`src/rtl/i2c_target_regif_pkg.sv`:
```
// Shared definitions for the I2C register-interface target: widths, bus constants,
// FSM state encoding and pointer arithmetic.
package i2c_target_regif_pkg;

    localparam int unsigned DATA_W        = 8;
    localparam int unsigned CNT_W         = 4;
    localparam int unsigned BITS_PER_BYTE = 8;

    // SDA level meanings on the ACK clock and the R/W bit of the address byte
    localparam logic I2C_ACK     = 1'b0;
    localparam logic I2C_NACK    = 1'b1;
    localparam logic I2C_RW_READ = 1'b1;

    typedef enum logic [3:0] {
        ST_IDLE,
        ST_ADDR,
        ST_ADDR_ACK,
        ST_PTR,
        ST_PTR_ACK,
        ST_WDATA,
        ST_WDATA_ACK,
        ST_RDATA,
        ST_RDATA_ACK,
        ST_IGNORE
    } state_t;

    // Register pointer auto-increment, wrapping 8'hFF -> 8'h00
    function automatic logic [DATA_W-1:0] ptr_inc(input logic [DATA_W-1:0] ptr);
        return ptr + DATA_W'(1);
    endfunction

endpackage

```
`src/rtl/i2c_bus_sync.sv`:
```
// Synchronizes raw SCL/SDA into clk and produces registered SCL edge and
// START/STOP condition pulses plus the synchronized SDA level.
module i2c_bus_sync #(
    parameter int unsigned SYNC_STAGES = 2
) (
    input  logic clk,
    input  logic rst,
    input  logic scl_in,
    input  logic sda_in,
    output logic scl_rise,
    output logic scl_fall,
    output logic start_det,
    output logic stop_det,
    output logic sda_s
);

    logic [SYNC_STAGES-1:0] scl_sync;
    logic [SYNC_STAGES-1:0] sda_sync;
    logic                   scl_s;
    logic                   scl_n;
    logic                   sda_n;

    assign scl_n = scl_sync[SYNC_STAGES-1];
    assign sda_n = sda_sync[SYNC_STAGES-1];

    // Reset to the idle-bus level so release of reset never fakes an edge
    always_ff @(posedge clk) begin
        if (!rst) begin
            scl_sync  <= '1;
            sda_sync  <= '1;
            scl_s     <= 1'b1;
            sda_s     <= 1'b1;
            scl_rise  <= 1'b0;
            scl_fall  <= 1'b0;
            start_det <= 1'b0;
            stop_det  <= 1'b0;
        end else begin
            scl_sync  <= {scl_sync[SYNC_STAGES-2:0], scl_in};
            sda_sync  <= {sda_sync[SYNC_STAGES-2:0], sda_in};
            scl_s     <= scl_n;
            sda_s     <= sda_n;
            scl_rise  <= scl_n & ~scl_s;
            scl_fall  <= ~scl_n & scl_s;
            start_det <= scl_n & scl_s & sda_s & ~sda_n;
            stop_det  <= scl_n & scl_s & ~sda_s & sda_n;
        end
    end

endmodule

```
`src/rtl/i2c_target_regif.sv`:
```
// I2C target with 7-bit address, 8-bit auto-incrementing register pointer and a
// strobe-based register-file port toward the host logic.
module i2c_target_regif #(
    parameter logic [6:0]  DEV_ADDR    = 7'h50,
    parameter int unsigned SYNC_STAGES = 2
) (
    input  logic       clk,
    input  logic       rst,
    input  logic       scl_in,
    input  logic       sda_in,
    output logic       sda_oe,
    output logic [7:0] reg_addr,
    output logic [7:0] reg_wdata,
    output logic       reg_we,
    output logic       reg_re,
    input  logic [7:0] reg_rdata,
    output logic       busy
);

    import i2c_target_regif_pkg::*;

    logic scl_rise;
    logic scl_fall;
    logic start_det;
    logic stop_det;
    logic sda_s;

    i2c_bus_sync #(
        .SYNC_STAGES (SYNC_STAGES)
    ) u_bus_sync (
        .clk       (clk),
        .rst       (rst),
        .scl_in    (scl_in),
        .sda_in    (sda_in),
        .scl_rise  (scl_rise),
        .scl_fall  (scl_fall),
        .start_det (start_det),
        .stop_det  (stop_det),
        .sda_s     (sda_s)
    );

    state_t              state;
    state_t              state_nxt;
    logic [CNT_W-1:0]    bit_cnt;
    logic [CNT_W-1:0]    bit_cnt_nxt;
    logic [CNT_W-1:0]    cnt_inc;
    logic                last_bit;
    logic [DATA_W-1:0]   shift;
    logic [DATA_W-1:0]   shift_nxt;
    logic [DATA_W-1:0]   byte_in;
    logic                rw;
    logic                rw_nxt;
    logic                rd_pend;
    logic                rd_pend_nxt;
    logic                ld_q;
    logic                sda_oe_nxt;
    logic [DATA_W-1:0]   reg_addr_nxt;
    logic [DATA_W-1:0]   reg_wdata_nxt;
    logic                reg_we_nxt;
    logic                reg_re_nxt;
    logic                busy_nxt;

    assign cnt_inc  = bit_cnt + CNT_W'(1);
    assign last_bit = (cnt_inc == CNT_W'(BITS_PER_BYTE));
    assign byte_in  = {shift[DATA_W-2:0], sda_s};

    always_ff @(posedge clk) begin
        if (!rst) begin
            state <= ST_IDLE;
        end else begin
            state <= state_nxt;
        end
    end

    // ld_q marks the clk on which reg_rdata answers the previous reg_re
    always_ff @(posedge clk) begin
        if (!rst) begin
            bit_cnt   <= '0;
            shift     <= '0;
            rw        <= 1'b0;
            rd_pend   <= 1'b0;
            ld_q      <= 1'b0;
            sda_oe    <= 1'b0;
            reg_addr  <= '0;
            reg_wdata <= '0;
            reg_we    <= 1'b0;
            reg_re    <= 1'b0;
            busy      <= 1'b0;
        end else begin
            bit_cnt   <= bit_cnt_nxt;
            shift     <= shift_nxt;
            rw        <= rw_nxt;
            rd_pend   <= rd_pend_nxt;
            ld_q      <= reg_re;
            sda_oe    <= sda_oe_nxt;
            reg_addr  <= reg_addr_nxt;
            reg_wdata <= reg_wdata_nxt;
            reg_we    <= reg_we_nxt;
            reg_re    <= reg_re_nxt;
            busy      <= busy_nxt;
        end
    end

    // ACK states use sda_oe as the phase bit: first SCL fall drives, second releases
    always_comb begin
        state_nxt     = state;
        bit_cnt_nxt   = bit_cnt;
        shift_nxt     = shift;
        rw_nxt        = rw;
        rd_pend_nxt   = rd_pend;
        sda_oe_nxt    = sda_oe;
        reg_addr_nxt  = reg_addr;
        reg_wdata_nxt = reg_wdata;
        reg_we_nxt    = 1'b0;
        reg_re_nxt    = 1'b0;
        busy_nxt      = busy;

        if (start_det) begin
            state_nxt   = ST_ADDR;
            bit_cnt_nxt = '0;
            shift_nxt   = '0;
            rd_pend_nxt = 1'b0;
            sda_oe_nxt  = 1'b0;
        end else if (stop_det) begin
            state_nxt   = ST_IDLE;
            bit_cnt_nxt = '0;
            rd_pend_nxt = 1'b0;
            sda_oe_nxt  = 1'b0;
            busy_nxt    = 1'b0;
        end else begin
            case (state)
                ST_IDLE: begin
                    sda_oe_nxt = 1'b0;
                end

                ST_ADDR: begin
                    if (scl_rise) begin
                        shift_nxt   = byte_in;
                        bit_cnt_nxt = cnt_inc;
                        if (last_bit) begin
                            bit_cnt_nxt = '0;
                            if (byte_in[DATA_W-1:1] == DEV_ADDR) begin
                                state_nxt = ST_ADDR_ACK;
                                rw_nxt    = byte_in[0];
                                busy_nxt  = 1'b1;
                            end else begin
                                state_nxt = ST_IGNORE;
                                busy_nxt  = 1'b0;
                            end
                        end
                    end
                end

                ST_ADDR_ACK: begin
                    if (scl_fall) begin
                        if (!sda_oe) begin
                            sda_oe_nxt = ~I2C_ACK;
                        end else begin
                            sda_oe_nxt  = 1'b0;
                            bit_cnt_nxt = '0;
                            if (rw == I2C_RW_READ) begin
                                state_nxt  = ST_RDATA;
                                reg_re_nxt = 1'b1;
                            end else begin
                                state_nxt = ST_PTR;
                            end
                        end
                    end
                end

                ST_PTR: begin
                    if (scl_rise) begin
                        shift_nxt   = byte_in;
                        bit_cnt_nxt = cnt_inc;
                        if (last_bit) begin
                            bit_cnt_nxt  = '0;
                            reg_addr_nxt = byte_in;
                            state_nxt    = ST_PTR_ACK;
                        end
                    end
                end

                ST_PTR_ACK: begin
                    if (scl_fall) begin
                        if (!sda_oe) begin
                            sda_oe_nxt = ~I2C_ACK;
                        end else begin
                            sda_oe_nxt  = 1'b0;
                            bit_cnt_nxt = '0;
                            state_nxt   = ST_WDATA;
                        end
                    end
                end

                ST_WDATA: begin
                    if (scl_rise) begin
                        shift_nxt   = byte_in;
                        bit_cnt_nxt = cnt_inc;
                        if (last_bit) begin
                            bit_cnt_nxt   = '0;
                            reg_wdata_nxt = byte_in;
                            reg_we_nxt    = 1'b1;
                            state_nxt     = ST_WDATA_ACK;
                        end
                    end
                end

                ST_WDATA_ACK: begin
                    if (scl_fall) begin
                        if (!sda_oe) begin
                            sda_oe_nxt = ~I2C_ACK;
                        end else begin
                            sda_oe_nxt   = 1'b0;
                            bit_cnt_nxt  = '0;
                            reg_addr_nxt = ptr_inc(reg_addr);
                            state_nxt    = ST_WDATA;
                        end
                    end
                end

                // rd_pend: master ACKed, next SCL fall requests the following byte
                ST_RDATA: begin
                    if (ld_q) begin
                        shift_nxt  = reg_rdata;
                        sda_oe_nxt = ~reg_rdata[DATA_W-1];
                    end else if (scl_fall) begin
                        if (rd_pend) begin
                            rd_pend_nxt = 1'b0;
                            reg_re_nxt  = 1'b1;
                            bit_cnt_nxt = '0;
                        end else if (last_bit) begin
                            sda_oe_nxt   = 1'b0;
                            bit_cnt_nxt  = '0;
                            reg_addr_nxt = ptr_inc(reg_addr);
                            state_nxt    = ST_RDATA_ACK;
                        end else begin
                            bit_cnt_nxt = cnt_inc;
                            shift_nxt   = {shift[DATA_W-2:0], 1'b0};
                            sda_oe_nxt  = ~shift[DATA_W-2];
                        end
                    end
                end

                ST_RDATA_ACK: begin
                    sda_oe_nxt = 1'b0;
                    if (scl_rise) begin
                        if (sda_s == I2C_NACK) begin
                            state_nxt = ST_IGNORE;
                            busy_nxt  = 1'b0;
                        end else begin
                            state_nxt   = ST_RDATA;
                            rd_pend_nxt = 1'b1;
                        end
                    end
                end

                ST_IGNORE: begin
                    sda_oe_nxt = 1'b0;
                end

                default: begin
                    state_nxt  = ST_IDLE;
                    sda_oe_nxt = 1'b0;
                end
            endcase
        end
    end

endmodule

```
`config.mk`:
```
export PLATFORM = sky130hd
export DESIGN_NAME = i2c_target_regif
export DESIGN_NICKNAME = d
export VERILOG_FILES = /design/src/rtl/i2c_target_regif_pkg.sv /design/src/rtl/i2c_bus_sync.sv /design/src/rtl/i2c_target_regif.sv
export SDC_FILE = /design/constraint.sdc
export NUM_CORES = 1
export LEC_CHECK = 0
export ABC_AREA = 1
export BUFFER_PORTS_ARGS = -buffer_cell sky130_fd_sc_hd__buf_2
export CAP_MARGIN = 20
export CORE_MARGIN = 1
export CORE_UTILIZATION = 35
export CTS_CLUSTER_DIAMETER = 150
export DETAILED_ROUTE_END_ITERATION = 10
export GPL_ROUTABILITY_DRIVEN = 0
export REMOVE_ABC_BUFFERS = 1
export SETUP_SLACK_MARGIN = 0.3
export SYNTH_ARGS = -nofsm -noshare
export SYNTH_HDL_FRONTEND = slang
export SYNTH_SLANG_ARGS = --single-unit
export TNS_END_PERCENT = 30
```
`constraint.sdc`:
```
create_clock -name clk -period 1.7 [get_ports clk]
set_clock_uncertainty 0.1 [all_clocks]
set_input_delay 0.17 -clock clk [delete_from_list [all_inputs] [get_ports clk]]
set_output_delay 0.17 -clock clk [all_outputs]
set_load 0.02 [all_outputs]
```
==> results of run 1 <==
sequential cells by signal (all words and copies together), names as in the netlist:
signal	count
u_bus_sync.scl_s	1
shift	7
rd_pend	1
u_bus_sync.stop_det	1
reg_addr	8
rw	1
bit_cnt	4
reg_re	1
u_bus_sync.scl_sync	2
state	4
u_bus_sync.scl_rise	1
u_bus_sync.sda_s	1
reg_wdata	8
u_bus_sync.sda_sync	2
sda_oe	1
ld_q	1
reg_we	1
u_bus_sync.scl_fall	1
busy	1
u_bus_sync.start_det	1
power by group:
group	switching [mW]	leakage, nW	total [mW]	internal [mW]
clock network	0.394	0.0614	0.875	0.481
registers	0.0404	0.394	1.19	1.15
logic	0.195	1.16	0.318	0.123
total	0.629	1.62	2.39	1.76
cell type report:
class                           count  area [um^2]  share of cell area (%)
Multi-Input combinational cell    300         1580                    45.7
Inverter                           42          173                    4.99
Clock inverter                      2         38.8                    1.12
Sequential cell                    48          982                    28.4
Tap cell                           96          120                    3.47
Timing Repair Buffer               71          479                    13.9
Clock buffer                        6         82.6                    2.39
worst paths after layout:
kind	cells after the start	start	end	slack, ns
setup reg to reg	10	bit_cnt[0]	state[3]	0.07
hold / removal	5	reg_rdata[2]	shift[2]	0.13
hold reg to reg	1	u_bus_sync.sda_sync[0]	u_bus_sync.sda_sync[1]	0.32
setup / recovery	10	bit_cnt[0]	state[3]	0.07
logic make-up after synthesis:
group                      count (synthesis)  synth area share, %
AOI/OAI and AO/OA                         66                 13.3
xor gates and xnor gates                   2                0.683
adders and majority gates                  2                0.976
buffers and inverters                     47                 6.98
DFF                                       48                 37.5
and+or+nand+nor                          229                 40.6
routing by layer:
layer	vias to the layer above	wire length (um)	GRT usage, %
met5	-	0	0
met2	74	3470	32.7
met4	0	99	6.11
met1	1264	3440	27.7
met3	12	356	2.92
li1	1428	-	-
worst max-delay path, delay by kind of cell (launching register included):
family	cells	cell delay [ns]
adder cells (fa/ha/maj)	1	0.19
flip-flops	1	0.36
AND/OR/NAND/NOR	7	0.70
buffers and inverters	1	0.09
AO/OA/AOI/OAI	1	0.08
repair_timing:
action	in CTS	in global routing
gates cloned	1	0
setup buffers	5	2
endpoints found under the hold margin	2	0
pin swaps	9	15
resized for setup	37	44
setup endpoints to repair	37	37
hold buffers	2	0
through the flow:
stage / utilization, % / hold WS [ns] / setup WS [ns]
after floorplan: - / 0.139 / -0.0437
after global placement: 43.9 / 0.258 / -0.100
after detailed placement: 43.9 / 0.259 / -0.131
after CTS: 48.1 / 0.143 / 0.0961
after global routing: 49.8 / 0.182 / -0.00494
final: 49.8 / 0.134 / 0.0668
cell usage after synthesis, drive strengths merged:
| library cell | n | share of area [%] |
|---|---|---|
| nand3b | 1 | 0.29 |
| dfxtp | 48 | 37 |
| buf | 3 | 0.54 |
| nor2 | 82 | 14 |
| nand4 | 8 | 2.0 |
| nand2 | 92 | 14 |
| o22ai | 1 | 0.24 |
| or2 | 5 | 1.2 |
| a31oi | 1 | 0.24 |
| o211ai | 2 | 0.59 |
| o21ai | 41 | 8.0 |
| inv | 42 | 6.1 |
| xor2 | 1 | 0.34 |
| a21oi | 20 | 3.9 |
| nor3b | 2 | 0.59 |
| xnor2 | 1 | 0.34 |
| nor4 | 2 | 0.49 |
| nor3 | 10 | 2.4 |
| clkbuf | 2 | 0.29 |
| nand3 | 27 | 5.3 |
| o21bai | 1 | 0.29 |
| ha | 2 | 0.98 |
==> flow_summary.ini, run 1 <==
[route]
routed_wl_um = 7370
drtIter0Drc = 145
avgRoutedWirePerCell_um = 13.0
postRouteAntennaNets = 0
firstDrtPassIters = 4
vias = 2778
drc = 0
viasPerCell = 4.92

[placement]
hpwl_um = 5470
placed_cell_area_um2 = 3050
io_buffer_count = 31
placed_cells = 547

[power]
total_power_mw = 2.39
irDropWorstVdd_mv = 0.598
leakagePower_nw = 1.62
power.density_nw_per_um2 = 690

[timing]
drv_slew = 0
setup_viol_count_final = 0
rsz0062_at_grt = yes
fmax_mhz = 612
fin_crit_ns = 1.63
final.setup.tns_ns = 0
relSlewSlack_pct = 75.1
worst_pin_slew_ns = 0.373
timing.final.crit_share_pct = 96.1
hold_violations = 0

[synthesis]
synth_seq_cells = 48
netlist_area_um2 = 2560
synth-seq-area-share_pct = 37.5
yosysWarnings = 0
yosys.cell_types.count = 31
synth_area_per_cell_um2 = 6.51
synthCells = 394

[critical_path]
cp-end-kind = flip-flop
critPathMaxFanout = 5
max_stage_delay_ns = 0.36
cp_common_cell = nand2_1
crit_path_top_delay_cell = dfxtp_2
worstSetupStartpointType = flip-flop
path_class = reg2reg
worstPathCellList = ha_2, nand2_2, inv_2, nand3_4, nand2_1, nand2_1, nor2_4, nand2_1, o21ai_0, nor2_1
crit_arrival_ns = 1.72
cp.required_ns = 1.79

[worst_hold_path]
hold_class = in2reg

[global_route]
antenna_found_initial = 0
grt_pass1_wl_um = 12000
first_global_vias = 2538
grt_overflow = 0
grt_use_total_pct = 20.1
grt_max_degree = 24

[clock_tree]
clock_latency_ns = 0.30
cts_buffer_depth = 2
cts_tree = yes
cts.htree.levels = 2
cts_buffers = 5
cts_root_buffer = clkbuf_8
cts_sinks = 48
cts.reportedPaths.clkPinSlew_ns = 0.10

[floorplanning]
core_area_um2 = 6940
die_w_um = 87.6
die_height_um = 87.6
ios = 32
rows = 30
die_area_um2 = 7670
start_util_pct = 36.9

[flow_run]
cap_violations = 0

[cells_and_area]
diodes = 0
fin_cells = 565
fill_cells = 708
area_growth_pct = 34.8
fin_area_um2 = 3460
final_common_cell = nand2_1
nets = 482
drive_gt1_share_pct = 30.5
layout_common_cells = 75 x nand2_1, 69 x nor2_1, 39 x dfxtp_1

[outcome]
status = finished, final reports clean
(Power assumes the default switching activity.)
==> run 2: changes to the inputs <==
Settings changed: CTS_BUF_LIST set to sky130_fd_sc_hd__clkbuf_2.
==> flow_summary.ini, run 2 (synthesized netlist as in run 1, its figures left out) <==
[outcome]
status = finished, violations left
failed_checks = negative hold slack

[timing]
drv_slew = 0
fin_crit_ns = 1.64
timing.final.crit_share_pct = 96.6
setup_viol_count_final = 0
relSlewSlack_pct = 73.4
rsz0062_at_grt = yes
worst_pin_slew_ns = 0.398
hold_violations = 3
final.setup.tns_ns = 0
fmax_mhz = 609
final.setup.worst_slack_ns = 0.0575
hold_ws_ns = -0.00352

[power]
switching_share_pct = 29.0
power.density_nw_per_um2 = 617
clock_power_share_pct = 29.2
power_frac_seq_pct = 55.4
total_power_mw = 2.16
irDropWorstVdd_mv = 0.525
internal-power_mw = 1.53
leakagePower_nw = 1.65
p_sw_mw = 0.627
p_comb_share_pct = 15.4

[clock_tree]
cts.reportedPaths.clkPinSlew_ns = 0.25
cts_root_buffer = clkbuf_2
cts_buffer_depth = 2
cts_buffers = 5
cts_tree = yes
cts.htree.levels = 2
cts_sinks = 48
clock_latency_ns = 0.44

[route]
drtIter0Drc = 172
vias = 2818
drc = 0
firstDrtPassIters = 4
avgRoutedWirePerCell_um = 13.2
postRouteAntennaNets = 0
routed_wl_um = 7560
viasPerCell = 4.94

[floorplanning]
start_util_pct = 36.9
die_area_um2 = 7670
ios = 32
die_height_um = 87.6
rows = 30
die_w_um = 87.6
core_area_um2 = 6940

[placement]
pre_cts_ws_ns = -0.131
hpwl_um = 5470
placed_cell_area_um2 = 3050
io_buffer_count = 31

[cells_and_area]
diodes = 0
final_common_cell = nand2_1
area_growth_pct = 36.7
multiInputGateArea_um2 = 1630
drive_gt1_share_pct = 33.3
layout_common_cells = 71 x nand2_1, 66 x nor2_1, 38 x dfxtp_1, 38 x buf_4
nets = 488
fin_area_um2 = 3510
fill_cells = 714
reg_top3 = reg_addr x8, reg_wdata x8, shift x7
register_area_um2 = 983

[global_route]
grt_max_degree = 24
grt_pass1_wl_um = 12000
first_global_vias = 2599
antenna_found_initial = 0
grt_use_total_pct = 20.2
grt_overflow = 0

[critical_path]
path_class = reg2reg
crit_path_top_delay_cell = dfxtp_4
max_stage_delay_ns = 0.48
cp-end-kind = flip-flop
worstPathCellList = inv_4, nor2_4, nand3_2, buf_4, nand2_2, nor2_1, nand2_1, nor2_4, o21ai_0, nor2_1
critPathMaxFanout = 6
worstSetupStartpointType = flip-flop
cp.required_ns = 1.95
crit_arrival_ns = 1.90
rrSetupSlack_ns = 0.06

[worst_hold_path]
hold_class = in2reg

[flow_run]
cap_violations = 0
run 2: layer usage:
layer / GRT usage [%] / share of wire (%) / up-vias
met1: 28.0 / 48 / 1296
met2: 32.2 / 47 / 59
li1: - / - / 1448
met4: 6.71 / 1.8 / 0
met5: 0 / 0 / -
met3: 2.83 / 3.7 / 15
run 2: layout make-up:
cell class	instances	share of cell area, %
Inverter	42	5.00
Sequential cell	48	28.1
Timing Repair Buffer	77	15.0
Multi-Input combinational cell	300	46.6
Clock inverter	3	1.21
Clock buffer	5	0.714
Tap cell	96	3.43
run 2: what timing repair did:
action / in CTS / in global routing
endpoints found under the hold margin: 3 / 0
hold buffers: 3 / 0
setup endpoints to repair: 37 / 42
cloned: 1 / 0
pin swaps: 19 / 20
buffers inserted: 7 / 5
resized for setup: 51 / 47
run 2: worst paths after layout:
check / from / cells after the start / to
max reg2reg: state[2] / 10 / state[3]
max: state[2] / 10 / state[3]
min reg2reg: u_bus_sync.scl_sync[1] / 1 / u_bus_sync.scl_fall
min: reg_rdata[5] / 5 / shift[5]
run 2: metrics by stage:
stage / util [%] / instances / hold WS [ns]
global placement: 43.9 / 547 / 0.258
detailed placement: 43.9 / 547 / 0.259
floorplan: - / 389 / 0.139
finish: 50.5 / 571 / -0.00352
global route: 50.5 / 571 / 0.0227
CTS: 48.4 / 566 / 0.0120
run 2: worst max-delay path: cells and delay by family, from the launching register on:
| kind | cells | cell delay (ns) |
|---|---|---|
| flip-flops | 1 | 0.48 |
| AND/OR/NAND/NOR | 7 | 0.61 |
| AO/OA/AOI/OAI | 1 | 0.16 |
| buffers and inverters | 2 | 0.22 |
run 2: power groups by stage:
stage	registers, mW	clock network, mW	logic (mW)
2_1_floorplan	1.21	0	0.178
3_3_place_gp	1.21	0	0.277
3_5_place_dp	1.21	0	0.277
4_1_cts	1.20	0.642	0.306
5_1_grt	1.20	0.681	0.370
6_report	1.20	0.631	0.333
